===== src/rtl/mbm_pkg.sv =====
// Shared constants and helpers for the MBM approximate logarithmic multiplier.
// Default geometry matches the 8-bit significand multiplier in the FP MAC.
package mbm_pkg;

    localparam int MBM_DEF_W   = 8;
    localparam int MBM_DEF_F   = MBM_DEF_W - 1;
    localparam int unsigned MBM_DEF_SAT = (32'd1 << (2 * MBM_DEF_W)) - 32'd1;

    function automatic int frac_width(input int w);
        return w - 1;
    endfunction

    // round(2^f / 12): the constant that cancels most of Mitchell's negative bias
    function automatic int corr_const(input int f);
        return ((1 << f) + 6) / 12;
    endfunction

    function automatic int k_width(input int w);
        return (w > 1) ? $clog2(w) : 1;
    endfunction

endpackage


===== src/rtl/mbm_lod.sv =====
// Leading-one detector: characteristic k, zero flag and the bits below the
// leading one left-justified into an F-bit fraction.
module mbm_lod
    import mbm_pkg::*;
#(
    parameter int W = MBM_DEF_W
) (
    input  logic [W-1:0]             operand,
    output logic [k_width(W)-1:0]    k,
    output logic                     zero,
    output logic [frac_width(W)-1:0] frac
);

    localparam int F  = frac_width(W);
    localparam int KW = k_width(W);

    always_comb begin
        k = '0;
        for (int i = 0; i < W; i++) begin
            if (operand[i]) k = KW'(i);
        end
        zero = (operand == '0);
        // Shifting the leading one up to bit W-1 leaves the fraction in the low F bits
        frac = F'(operand << (KW'(F) - k));
    end

endmodule


===== src/rtl/mbm_log_multiplier.sv =====
// Minimally Biased Multiplier: Mitchell log multiply plus a constant correction,
// one registered output stage.
module mbm_log_multiplier
    import mbm_pkg::*;
#(
    parameter int BIT_WIDTH  = MBM_DEF_W,
    parameter int TRUNC_BITS = 0
) (
    input  logic                   clk,
    input  logic                   rst,
    input  logic                   in_valid,
    input  logic [BIT_WIDTH-1:0]   operand_a,
    input  logic [BIT_WIDTH-1:0]   operand_b,
    output logic                   out_valid,
    output logic [2*BIT_WIDTH-1:0] product
);

    localparam int W   = BIT_WIDTH;
    localparam int F   = frac_width(W);
    localparam int KW  = k_width(W);
    localparam int SHW = F + 2 + 2 * W - 1;

    localparam logic [F+1:0] ONE_V    = (F+2)'(1 << F);
    localparam logic [F+1:0] C_V      = (F+2)'(corr_const(F));
    localparam logic [F+1:0] C_HALF_V = (F+2)'(corr_const(F) / 2);
    localparam logic [F-1:0] TMASK    = ~F'((1 << TRUNC_BITS) - 1);
    localparam logic [2*W-1:0] SAT_V  = '1;

    logic [KW-1:0]  ka, kb;
    logic           za, zb;
    logic [F-1:0]   xa_raw, xb_raw, xa, xb;
    logic [F:0]     s;
    logic           carry1;
    logic [F+1:0]   m;
    logic [KW:0]    e;
    logic [SHW-1:0] wide;
    logic [2*W:0]   f_full;
    logic [2*W-1:0] result;

    logic [2*W-1:0] product_d, product_q;
    logic           out_valid_d, out_valid_q;

    mbm_lod #(.W(W)) u_lod_a (
        .operand (operand_a),
        .k       (ka),
        .zero    (za),
        .frac    (xa_raw)
    );

    mbm_lod #(.W(W)) u_lod_b (
        .operand (operand_b),
        .k       (kb),
        .zero    (zb),
        .frac    (xb_raw)
    );

    always_comb begin
        xa     = xa_raw & TMASK;
        xb     = xb_raw & TMASK;
        s      = {1'b0, xa} + {1'b0, xb};
        carry1 = s[F];
        // M is F+2 bits wide so the corrected sum's own overflow (carry2) survives
        if (carry1) m = {1'b0, s} + C_HALF_V;
        else        m = ONE_V + {1'b0, s} + C_V;
        e      = {1'b0, ka} + {1'b0, kb} + {{KW{1'b0}}, carry1};
        wide   = SHW'(m) << e;
        f_full = (2*W+1)'(wide >> F);
        if (za || zb)        result = '0;
        else if (f_full[2*W]) result = SAT_V;
        else                 result = f_full[2*W-1:0];
    end

    always_comb begin
        out_valid_d = in_valid;
        product_d   = product_q;
        if (in_valid) product_d = result;
    end

    always_ff @(posedge clk) begin
        if (rst) begin
            product_q   <= '0;
            out_valid_q <= 1'b0;
        end else begin
            product_q   <= product_d;
            out_valid_q <= out_valid_d;
        end
    end

    assign product   = product_q;
    assign out_valid = out_valid_q;

endmodule


===== config.mk =====
export PLATFORM = sky130hd
export DESIGN_NAME = mbm_log_multiplier
export DESIGN_NICKNAME = d
export VERILOG_FILES = /design/src/rtl/mbm_pkg.sv /design/src/rtl/mbm_lod.sv /design/src/rtl/mbm_log_multiplier.sv
export SDC_FILE = /design/constraint.sdc
export NUM_CORES = 1
export LEC_CHECK = 0
export BUFFER_PORTS_ARGS = -buffer_cell sky130_fd_sc_hd__buf_2
export CAP_MARGIN = 10
export CORE_ASPECT_RATIO = 0.5
export CORE_MARGIN = 5
export CORE_UTILIZATION = 55
export DETAILED_ROUTE_END_ITERATION = 10
export PLACE_DENSITY_LB_ADDON = 0.15
export SYNTH_ARGS = -nofsm -noshare
export SYNTH_HDL_FRONTEND = slang
export SYNTH_SLANG_ARGS = --single-unit

===== constraint.sdc =====
create_clock -name clk -period 7.57 [get_ports clk]
set_input_delay 1.1355 -clock clk [delete_from_list [all_inputs] [get_ports clk]]
set_output_delay 1.1355 -clock clk [all_outputs]
set_load 0.01 [all_outputs]

Word level (Yosys, flattened, before mapping)
Index checks and enable logic that the tools add are counted.
- register bits: 17
- word-level logic and storage cells: 33
- input port bits: 19
- reduce and logical (&&, ||, !) cells: 3
- add/subtract/negate cells: 8
- shift-type cells: 3
- muxes and demuxes: 17
- operators by type and width (operator ; count):
    16-bit 2-to-1 mux ; 2
    3-bit 2-to-1 mux ; 8
    9-bit by 4-bit << shifter with 24-bit output ; 1
    8-bit logical NOT ; 2
    8-bit by 3-bit << shifter with 7-bit output ; 2
    8-bit by 3-bit adder with 9-bit output, second input constant ; 1
    8-bit by 8-bit adder with 9-bit output, first input constant ; 1
    9-bit by 4-bit adder with 9-bit output, second input constant ; 1
    9-bit 2-to-1 mux ; 1
    7-bit by 7-bit adder with 8-bit output ; 1
    2-bit 2-to-1 mux ; 4
    3-bit subtractor, first input constant ; 2
    3-bit by 3-bit adder with 4-bit output ; 1
    4-bit by 1-bit adder with 4-bit output ; 1
    1-bit 2-to-1 mux ; 2
    1-bit logical OR ; 1

Logic depth before layout (Yosys ltp)
Gate-level depths: netlist of the first run.
- word-level depth: 16
- mapped depth: 26
- mapped depth without buffers: 23

Hierarchy
Synthesis of the first run repeated with hierarchy kept, for this count alone.
- cells, all modules: 327
- area total of the unflattened synthesis: 2461.1 µm²
- modules (own cells, without submodules) (module ; area an instance (µm²) ; cells each ; instances):
    mbm_log_multiplier ; 1742.9 ; 215 ; 1
    mbm_lod ; 359.1 ; 56 ; 2

Worst setup path after synthesis of the first run
OpenSTA, ideal clock, no wires.
- path type: input -> register
- from: input port operand_b[4]
- to: register product_q[13] (netlist: product[13])
- buffers on the path: 2
- path slack: 1.816 ns
- required time: 7.500 ns
- arrival time: 5.685 ns
- stages on the path: 23
- cells stage by stage: clkbuf_1 a21oi_1 nor2_1 o21bai_1 mux2_2 a21o_1 a21oi_1 a311oi_1 ha_1 o21ai_0 nand2b_1 a31oi_4 inv_1 fa_1 fa_1 clkbuf_1 inv_2 nor2_1 nand2_1 o2bb2ai_1 a311oi_2 a211o_1 a21oi_1
- longest elaborated chain between the ends: 13
- elaborated cells between the ends (all ways): 18
- classes of those cells: add/sub: 7; shift: 2; mux: 7; reduce/logical: 2
- ends and longest elaborated chain (what ; RTL line ; source):
    start, declared ; mbm_log_multiplier.sv:13 ; input logic [BIT_WIDTH-1:0] operand_b,
    3-bit 2-to-1 mux (4 in a row) ; mbm_lod.sv:20 ; if (operand[i]) k = KW'(i);
    3-bit subtractor ; mbm_lod.sv:24 ; frac = F'(operand << (KW'(F) - k));
    8-bit by 3-bit << shifter with 7-bit output ; mbm_lod.sv:24 ;
    7-bit by 7-bit adder with 8-bit output ; mbm_log_multiplier.sv:60 ; s = {1'b0, xa} + {1'b0, xb};
    8-bit by 8-bit adder with 9-bit output ; mbm_log_multiplier.sv:64 ; else m = ONE_V + {1'b0, s} + C_V;
    9-bit by 4-bit adder with 9-bit output ; mbm_log_multiplier.sv:64 ;
    9-bit 2-to-1 mux ; mbm_log_multiplier.sv:63 ; if (carry1) m = {1'b0, s} + C_HALF_V;
    9-bit by 4-bit << shifter with 24-bit output ; mbm_log_multiplier.sv:66 ; wide = SHW'(m) << e;
    16-bit 2-to-1 mux ; mbm_log_multiplier.sv:69 ; else if (f_full[2*W]) result = SAT_V;
    16-bit 2-to-1 mux (*) ; mbm_log_multiplier.sv:68 ; if (za || zb) result = '0;
    end signal, assigned ; mbm_log_multiplier.sv:84 ; product_q <= product_d;
    end, declared ; mbm_log_multiplier.sv:40 ; logic [2*W-1:0] product_d, product_q;
Every way passes the cells marked *; elsewhere a longest branch is shown, timed or not.
A chain may end at the register's enable or synchronous reset.

Final worst setup path of the first run
- from: input port operand_b[2]
- to: register product_q[10] (netlist: product[10])
- longest elaborated chain between the ends: 15
- elaborated cells between the ends (all ways): 20
- classes of those cells: add/sub: 7; shift: 2; mux: 9; reduce/logical: 2
- ends and longest elaborated chain (what ; RTL line):
    2-bit 2-to-1 mux (2 in a row) ; mbm_lod.sv:20
    3-bit 2-to-1 mux (4 in a row) ; mbm_lod.sv:20
    3-bit subtractor ; mbm_lod.sv:24
    8-bit by 3-bit << shifter with 7-bit output ; mbm_lod.sv:24
    7-bit by 7-bit adder with 8-bit output ; mbm_log_multiplier.sv:60
    8-bit by 8-bit adder with 9-bit output ; mbm_log_multiplier.sv:64
    9-bit by 4-bit adder with 9-bit output ; mbm_log_multiplier.sv:64
    9-bit 2-to-1 mux ; mbm_log_multiplier.sv:63
    9-bit by 4-bit << shifter with 24-bit output ; mbm_log_multiplier.sv:66
    16-bit 2-to-1 mux ; mbm_log_multiplier.sv:69
    16-bit 2-to-1 mux (*) ; mbm_log_multiplier.sv:68
Marked as above.

==> flow_metrics.tcl, run 1 <==
set metrics [dict create \
    outcome "finished, final reports clean" \
    routed_wl_um 6148 \
    timing.critical_path.to_type "register" \
    synth_largest_area_cell "dfxtp_1" \
    synth-seq-area-share_pct 14.55 \
    critical_path.max_stage_delay_ns 0.89 \
    yosys.area.top_type_share_pct 14.55 \
    rsz0062_at_grt "false" \
    cts_h_tree_lvls 1 \
    post-route-period-util_pct 83.80 \
    die_x_um 102.2 \
    path_max_fanout 18 \
    core_area_um2 4004 \
    die-area_um2 5735 \
    detail_route.first_pass.iterations 5 \
    p_leak_nw 1.121 \
    clock.fmax_ghz 0.1576 \
    area_delta_synth_final_pct 10.92 \
    clock_tree.root_cell "clkbuf_8" \
    tritoncts "yes" \
    skew_final_ns 0 \
    drive_above_1_share_pct 17.97 \
    synth.cell_area_um2 2338 \
    vias_per_cell 6.258 \
    final_report_hold_violation_count 0 \
    drt_iter0_drc 143 \
    route.antenna.remaining_nets 0 \
    cts.sinks 17 \
    highest_delay_cell_along_the_critical_path "fa_1" \
    antenna_cells_inserted 0 \
    place.detailed.hpwl_um 4898 \
    detail_route.drc_violations 0 \
    tritoncts.num_buffers 3 \
    synth_cell_types 73 \
    via_count_of_the_first_global_routing_pass 2171 \
    worstPathRequired_ns 7.71 \
    final-setup-viol-count 0 \
    final_layout_net_count 379 \
    grt_antenna_before_repair 0 \
    avgRoutedWirePerCell_um 15.41 \
    async_reset_ff_share_pct 0 \
    postSynthAreaPerCell_um2 7.354 \
    floorplan.initialDensity_pct 58.41 \
    die-height_um 56.11 \
    slew-limit-headroom_pct 38.94 \
    path_class "primary input to register" \
    layout.cells.most_common_list "buf_2, nand2_1, nor2_1" \
    port-buffer-count 35 \
    cts.path.max_buffers 2 \
    vdd_ir_drop_max_uv 89.38 \
    grt_max_degree 23 \
    non_filler_instance_count_after_layout 399 \
    ys.flop_type "dfxtp_1" \
    worst_setup_hold_path_clk_slew_ns 0.06 \
    syn-num-nets 351 \
    gr-usage-all-layers_pct 21.66 \
    finalCoreUtilization_pct 64.78 \
    grt_overflow_total 0 \
    place_inst 395 \
    number_of_synthesized_flops_with_an_enable_pin 0 \
    timing.final.crit_period_ns 6.344 \
    cells_along_the_critical_path "buf_2 > nand2b_1 > a21oi_1 > nor2_1 > o21bai_1 > mux2_2 > a21o_1 > a21oi_1 > a311oi_1 > ha_1 > o21ai_0 > nand2b_1 > a31oi_4 > inv_1 > fa_1 > fa_1 > inv_2 > mux2i_1 > mux2i_1 > nand3_1 > a32o_1" \
    ctsHoldBuffers 0 \
    ys_ff_latch 17 \
    global_route_wire_length_before_repair_um 10410 \
    worst_pin_slew_ns 0.9125 \
    netlist_instances 318 \
    yosys_warning_count 0 \
    floorplan.io_pins 36 \
    route.vias.total 2497 \
    rows 16 \
    worstHoldPathType "register to register" \
    worst_skew_pair.late_latency_ns 0.25 \
    fin_tns_setup_ns 0 \
    cts.repair.resized 0 \
    cts_setup_buffers 0 \
    mostFrequentLayoutCell "buf_2" \
    synthTopCellsByArea "dfxtp_1, ha_1, o21ai_0, mux2i_1, nand2_1" \
    max_slew_violation_total_from_the_final_report 0 \
    cp-start-kind "primary input" \
    globalplace.congestion 0.9650 \
    cap_viol_max_count 0 \
    cellPowerDensity_nw_per_um2 248.1 \
    crit_arrival_ns 6.49 \
]
[cell families (layout without fill, tap and decap cells)]
kind of cell / count (synthesis) / in the layout / synth area share, %
buffers and inverters: 34 / 61 / 5.564
XOR/XNOR: 11 / 11 / 4.441
flip-flops: 17 / 17 / 14.55
adder cells (fa/ha/maj): 15 / 15 / 8.882
multiplexers: 15 / 15 / 6.581
AND/OR/NAND/NOR: 105 / 105 / 21.78
AO/OA/AOI/OAI: 121 / 121 / 38.20
[worst max-delay path: cells and delay by family]
| kind | cells | cell delay, ns |
|---|---|---|
| compound gates | 8 | 1.86 |
| mux | 3 | 0.89 |
| simple gates | 4 | 0.45 |
| buf+inv | 3 | 0.41 |
| fa+ha+maj | 3 | 1.71 |
[per-stage QoR]
stage               hold WS (ns)  setup WS [ns]  area [um2]  total power [mW]
floorplan                 0.4625          1.816        2338            0.4678
global placement          0.4219          1.262        2549            0.5569
detailed placement        0.4252          1.003        2549            0.5670
CTS                       0.4356          1.263        2594            0.6372
global route              0.4587         0.7811        2594            0.6968
finish                    0.4312          1.226        2594            0.6434
[Yosys cell counts (2+ instances only)]
cell type,instances
nand2_1,30
nor2_1,27
o21ai_0,25
a21oi_1,22
dfxtp_1,17
inv_1,16
clkbuf_1,14
mux2i_1,12
ha_1,11
a211oi_1,8
nand3_1,8
xnor2_1,8
nand2b_1,7
nor3_1,7
nor4_1,5
o21bai_1,5
a211o_1,4
a21o_1,4
a31oi_1,4
a32oi_1,4
and2_1,4
o211ai_1,4
o31a_1,4
fa_1,3
mux2_2,3
nand4_1,3
o31ai_1,3
a221oi_1,2
a22o_1,2
a32o_1,2
and3_1,2
o21ai_1,2
o221ai_1,2
o2bb2ai_1,2
or2_1,2
or3_1,2
xor2_1,2
[per-layer routing]
metal / vias up / GRT usage [%] / share of wire [%]
li1: 1255 / - / -
met1: 1142 / 32.32 / 47
met2: 95 / 33.98 / 45
met3: 5 / 1.502 / 7.2
met4: 0 / 4.112 / 0.70
met5: - / 0 / 0
[state kept, by name, summed over array words and instances, names as in the netlist]
name,flops
out_valid,1
product,16
[power by group]
group / internal (mW) / total [mW] / switching (mW)
logic: 0.187 / 0.461 / 0.274
registers: 0.107 / 0.116 / 0.00867
clock network: 0.0373 / 0.0664 / 0.0291
[final cells by class]
| class | instances | area (um2) |
|---|---|---|
| clock buffers | 4 | 45.04 |
| repair buffers | 39 | 205.2 |
| well taps | 54 | 67.56 |
| flip-flops and latches | 17 | 340.3 |
| multi-input cells | 267 | 1868 |
| fillers | 370 | 1410 |
| inverters | 18 | 67.56 |
[worst paths after layout]
check,start,slack (ns),endpoint,cells after the start
setup / recovery,operand_b[2],1.23,product[10],21
hold / removal,product[11],0.43,product[11],2
setup reg to reg,product[12],6.70,product[12],2
hold reg to reg,product[11],0.43,product[11],2
Note: power is estimated with default switching activity, not from simulation.
==> run 2: changes to the inputs <==
- CORE_UTILIZATION: 55 -> 53
- clock period: 7.57 -> 5.6 ns (I/O delays scaled with it)
==> run 2 against run 1 <==
  * Clock-buffer cell count down 1
  * Setup slack worse by 0.92 ns
  * Clock power up 40%
  * Register-to-register slack worse by 2.0 ns
  * Final area up 3.0%
  * Non-clock buffer count up 8
  * Critical endpoint is now product[5]
==> flow_metrics.tcl, run 2 (synthesized netlist as in run 1, its figures left out) <==
set metrics [dict create \
    max_slew_violation_total_from_the_final_report 0 \
    drt_iter0_drc 127 \
    route.antenna.remaining_nets 0 \
    clock_tree.root_cell "clkbuf_8" \
    detailedPlace.worstSlack_ns 0.1003 \
    outcome "finished, final reports clean" \
    final-setup-viol-count 0 \
    tritoncts.num_buffers 3 \
    timing.final.crit_period_ns 5.290 \
    cts.sinks 17 \
    detailed_place.area_um2 2605 \
    mostFrequentLayoutCell "buf_2" \
    globalplace.congestion 0.8850 \
    timing.critical_path.from "operand_a[2]" \
    gr-usage-all-layers_pct 20.36 \
    crit_arrival_ns 5.43 \
    worst_skew_pair.late_latency_ns 0.26 \
    rsz0062_at_grt "false" \
    timing.critical_path.to_type "register" \
    grt_max_degree 15 \
    layout.cells.most_common_list "buf_2, nand2_1, nor2_1" \
    core_area_um2 4339 \
    post-route-cell-area_um2 2671 \
    holdCritStartpoint "product[11]" \
    floorplan.initialDensity_pct 53.89 \
    worst_setup_hold_path_clk_slew_ns 0.06 \
    finalCoreUtilization_pct 61.56 \
    floorplan.io_pins 36 \
    path_class "primary input to register" \
    clock.fmax_ghz 0.1890 \
    area_delta_synth_final_pct 14.23 \
    tritoncts "yes" \
    worstHoldPathType "register to register" \
    port-buffer-count 35 \
    cap_viol_max_count 0 \
    non_filler_instance_count_after_layout 410 \
    final_layout_net_count 387 \
    routed_wl_um 6314 \
    antenna_cells_inserted 0 \
    skew_final_ns 0 \
    worstPathRequired_ns 5.74 \
    path_max_fanout 8 \
    detail_route.drc_violations 0 \
    drive_above_1_share_pct 20.96 \
    avgRoutedWirePerCell_um 15.40 \
    cts_h_tree_lvls 1 \
    worst_pin_slew_ns 0.8625 \
    ctsHoldBuffers 0 \
    post-route-period-util_pct 94.47 \
    die-height_um 56.97 \
    cp-start-kind "primary input" \
    largest_register_ff_count 16 \
    slew-limit-headroom_pct 42.29 \
    vdd_ir_drop_max_uv 132.4 \
    place.detailed.hpwl_um 5135 \
    grt_overflow_total 0 \
    final_report_hold_violation_count 0 \
    detail_route.first_pass.iterations 4 \
    fin_tns_setup_ns 0 \
    cellPowerDensity_nw_per_um2 335.4 \
    place_inst 405 \
    global_route_wire_length_before_repair_um 10400 \
    power.total_uw 896.1 \
    rows 17 \
    timing.final.ws_setup_ns 0.3095 \
    grt_antenna_before_repair 0 \
    p_leak_nw 1.159 \
    die-area_um2 5921 \
    regToRegStartpoint "product[12]" \
    cts.path.max_buffers 2 \
    route.vias.total 2570 \
    die_x_um 103.9 \
    fin_worst_hold_slack_ns 0.4302 \
    vias_per_cell 6.268 \
    via_count_of_the_first_global_routing_pass 2301 \
]
==> run 2: power by group <==
group	switching [mW]	leakage (nW)	total [mW]	internal, mW
clock	0.0433	0.0255	0.0927	0.0495
combinational	0.381	0.995	0.647	0.266
sequential	0.0112	0.139	0.156	0.145
total	0.435	1.16	0.896	0.461
==> run 2: routing by layer <==
metal,global-route usage (%),share of wire [%]
met1,27.55,47
met2,33.70,44
met3,2.938,7.4
met4,7.011,1.7
met5,0,0
==> run 2: path summary, 6_finish.rpt <==
check	to	slack, ns	cells after the start
setup / recovery	product[5]	0.31	24
hold / removal	product[11]	0.43	2
setup reg to reg	product[12]	4.73	2
hold reg to reg	product[11]	0.43	2
==> run 2: final cells by class <==
type / instances / area, um2
multi-input combinational: 267 / 1878
sequential: 17 / 340.3
clock buffer: 3 / 41.29
timing repair buffer: 47 / 265.3
fill: 421 / 1668
clock inverter: 1 / 5.005
inverter: 18 / 70.07
tap: 57 / 71.32
==> run 2: what timing repair did <==
item / CTS / global route
resized for setup: 0 / 4
buffers inserted: 0 / 1
endpoints found under the setup margin: 0 / 5
==> run 2: critical path, cell delays in order <==
cell       delay [ns]
buf_2            0.12
inv_1            0.08
a21oi_1          0.13
nor2_1           0.05
o21bai_1         0.22
nand2b_1         0.22
mux2i_2          0.30
nor3_1           0.07
a211oi_1         0.18
a21oi_1          0.07
ha_1             0.42
o21ai_2          0.13
o21ai_1          0.11
a31oi_4          0.20
inv_1            0.07
fa_1             0.40
fa_1             0.55
inv_4            0.15
nor2_1           0.07
nand2_1          0.08
o2bb2ai_1        0.09
a311oi_2         0.41
a221oi_1         0.18
a221o_1          0.28
==> run 3: changes to the inputs <==
- SYNTH_HIERARCHICAL: default -> 1
==> run 3 against run 2 <==
  * Maximum frequency up 5.7%
  * Sequential share of layout area down 0.26 points
  * Die area is 4.5% higher
  * Flip-flop and latch count unchanged
  * Global-route usage fell by 0.16 points
  * Clock power decreased by 2.5%
  * Largest power group unchanged
  * Clock-buffer cell count is 1 higher
  * Synthesized area rose by 5.2%
  * Critical endpoint is now product[6]
  * Power decreased by 3.8%
  * Sequential power hardly changed
  * Register-to-register slack better by 0.05 ns
==> flow_metrics.tcl, run 3 <==
set metrics [dict create \
    outcome "finished, final reports clean" \
    synth.cell_area_um2 2461 \
    crit_buf_inv 4 \
    slew-limit-headroom_pct 38.39 \
    global_route_wire_length_before_repair_um 10490 \
    detailedPlace.worstSlack_ns 0.4130 \
    synth_compound_area_share_pct 38.79 \
    clock_tree.root_cell "clkbuf_8" \
    floorplan.initialDensity_pct 55.36 \
    tritoncts.num_buffers 3 \
    avgRoutedWirePerCell_um 15.37 \
    cts_setup_buffers 0 \
    place.detailed.hpwl_um 5259 \
    cap_viol_max_count 0 \
    port-buffer-count 35 \
    synth_fa_ha_area_share_pct 8.033 \
    async_reset_ff_share_pct 0 \
    timing.final.crit_period_ns 5.007 \
    main_combinational_cell_family_by_area_after_synthesis "compound AO/OA/AOI/OAI gates" \
    max_slew_violation_total_from_the_final_report 0 \
    mostFrequentLayoutCell "buf_2" \
    synth_largest_area_cell "dfxtp_1" \
    timing.critical_path.to_type "register" \
    drt_iter0_drc 106 \
    post-route-period-util_pct 89.41 \
    tritoncts "yes" \
    synth_cell_types 67 \
    cts.repair.resized 0 \
    path_max_fanout 12 \
    crit_arrival_ns 5.15 \
    worst_setup_hold_path_clk_slew_ns 0.06 \
    vdd_ir_drop_max_uv 141.1 \
    yosys.area.top_type_share_pct 13.83 \
    synth-xor-area-share_pct 3.864 \
    postSynthAreaPerCell_um2 7.526 \
    cts_h_tree_lvls 1 \
    number_of_synthesized_flops_with_an_enable_pin 0 \
    route.antenna.remaining_nets 0 \
    cts.path.max_buffers 2 \
    clock.fmax_ghz 0.1997 \
    non_filler_instance_count_after_layout 416 \
    synth.top_cells.by_count "nor2_1, a21oi_1, nand2_1, inv_1" \
    worstPathRequired_ns 5.74 \
    yosys_warning_count 6 \
    worstHoldPathType "register to register" \
    cp-start-kind "primary input" \
    ctsHoldBuffers 0 \
    synth-simple-area-share_pct 25.27 \
    grt_antenna_before_repair 0 \
    rsz0062_at_grt "false" \
    highest_delay_cell_along_the_critical_path "fa_1" \
    cellPowerDensity_nw_per_um2 315.9 \
    routed_wl_um 6393 \
    detail_route.drc_violations 0 \
    worst_pin_slew_ns 0.9208 \
    fin_tns_setup_ns 0 \
    timing.critical_path.max_delay_family "compound AO/OA/AOI/OAI gates" \
    critical_path.max_stage_delay_ns 0.52 \
    cts.sinks 17 \
    worst_skew_pair.late_latency_ns 0.25 \
    synthMuxAreaShare_pct 3.864 \
    final_layout_net_count 393 \
    floorplan.io_pins 36 \
    antenna_cells_inserted 0 \
    area_delta_synth_final_pct 10.83 \
    netlist_instances 327 \
    layout.cells.most_common_list "buf_2, nor2_1, a21oi_1" \
    vias_per_cell 6.303 \
    synth-seq-area-share_pct 13.83 \
    layout.filler_cells 438 \
    synthTopCellsByArea "dfxtp_1, a21oi_1, ha_1, nor2_1, nand2_1" \
    die-area_um2 6189 \
    final-setup-viol-count 0 \
    largest_register_ff_count 16 \
    cells_along_the_critical_path "buf_2 > nor2_1 > a21boi_2 > nor4_1 > a31oi_1 > a21oi_1 > ha_1 > o211ai_1 > o211ai_2 > a21oi_4 > inv_1 > fa_1 > inv_1 > fa_1 > clkinv_1 > nor2_1 > a22o_1 > a211oi_2 > a221oi_1 > a211o_1" \
    place_inst 412 \
    die-height_um 58.19 \
    globalplace.congestion 0.9359 \
    ys_ff_latch 17 \
    core_area_um2 4446 \
    syn-num-nets 360 \
    rows 17 \
    grt_max_degree 16 \
    p_leak_nw 1.197 \
    yosysMostFrequentCell "nor2_1" \
    final_report_hold_violation_count 0 \
    path_class "primary input to register" \
    route.vias.total 2622 \
    skew_final_ns 0 \
    ys.flop_type "dfxtp_1" \
    drive_above_1_share_pct 21.73 \
    die_x_um 106.4 \
    detail_route.first_pass.iterations 4 \
    via_count_of_the_first_global_routing_pass 2295 \
    timing.final.ws_setup_ns 0.5928 \
    power.total_uw 861.8 \
    gr-usage-all-layers_pct 20.21 \
    grt_overflow_total 0 \
]
run 3: cell count changes in the layout (fill, tap and decap cells not counted), sizes merged, moves of 7 or more:
| cell | previous run | this run |
|---|---|---|
| a21oi | 23 | 30 |
| mux2i | 12 | 5 |
| nor2 | 28 | 38 |
| nor2b | 1 | 11 |
run 3: final cells by class:
class | instances | area, um2 | area share (%)
clock buffers | 4 | 45.04 | 1.651
inverters | 21 | 78.83 | 2.890
multi-input cells | 275 | 1964 | 72.02
flip-flops and latches | 17 | 340.3 | 12.48
well taps | 57 | 71.32 | 2.615
repair buffers | 42 | 227.7 | 8.349
run 3: kinds of logic after synthesis:
logic type | Yosys count
mux | 9
flops | 17
buf+inv | 35
xor+xnor | 10
simple gates | 119
fa+ha+maj | 14
compound gates | 123
run 3: per-layer routing:
| layer | GRT usage, % | part of all wire, % | vias up | routed length [um] |
|---|---|---|---|---|
| met3 | 1.112 | 5.0 | 7 | 318 |
| met2 | 34.02 | 45 | 84 | 2892 |
| met5 | 0 | 0 | - | 0 |
| met4 | 5.166 | 1.2 | 0 | 79 |
| li1 | - | - | 1293 | - |
| met1 | 28.50 | 49 | 1238 | 3101 |
run 3: final timing paths:
check | slack (ns) | start | endpoint | depth (start not counted)
worst max-delay path | 0.59 | operand_b[7] | product[6] | 20
worst min-delay path | 0.45 | product[7] | product[7] | 2
worst max register to register | 4.78 | product[1] | product[1] | 2
worst min register to register | 0.45 | product[7] | product[7] | 2
run 3: through the flow:
step	utilization, %	hold slack (ns)	cell area [um2]
floorplan	-	0.4828	2461
global placement	60.34	0.4366	2683
detailed placement	60.34	0.4432	2683
CTS	61.36	0.4579	2728
global route	61.36	0.4868	2728
finish	61.36	0.4514	2728
run 3: power by group:
part / switching (mW) / internal, mW
sequential: 0.0114 / 0.145
combinational: 0.365 / 0.250
clock: 0.0399 / 0.0505
total: 0.416 / 0.445
run 3: worst reg2reg max path, stage by stage (launching register included):
cell and delay [ns]:
dfxtp_1 0.31, a22o_1 0.20, a31o_2 0.20
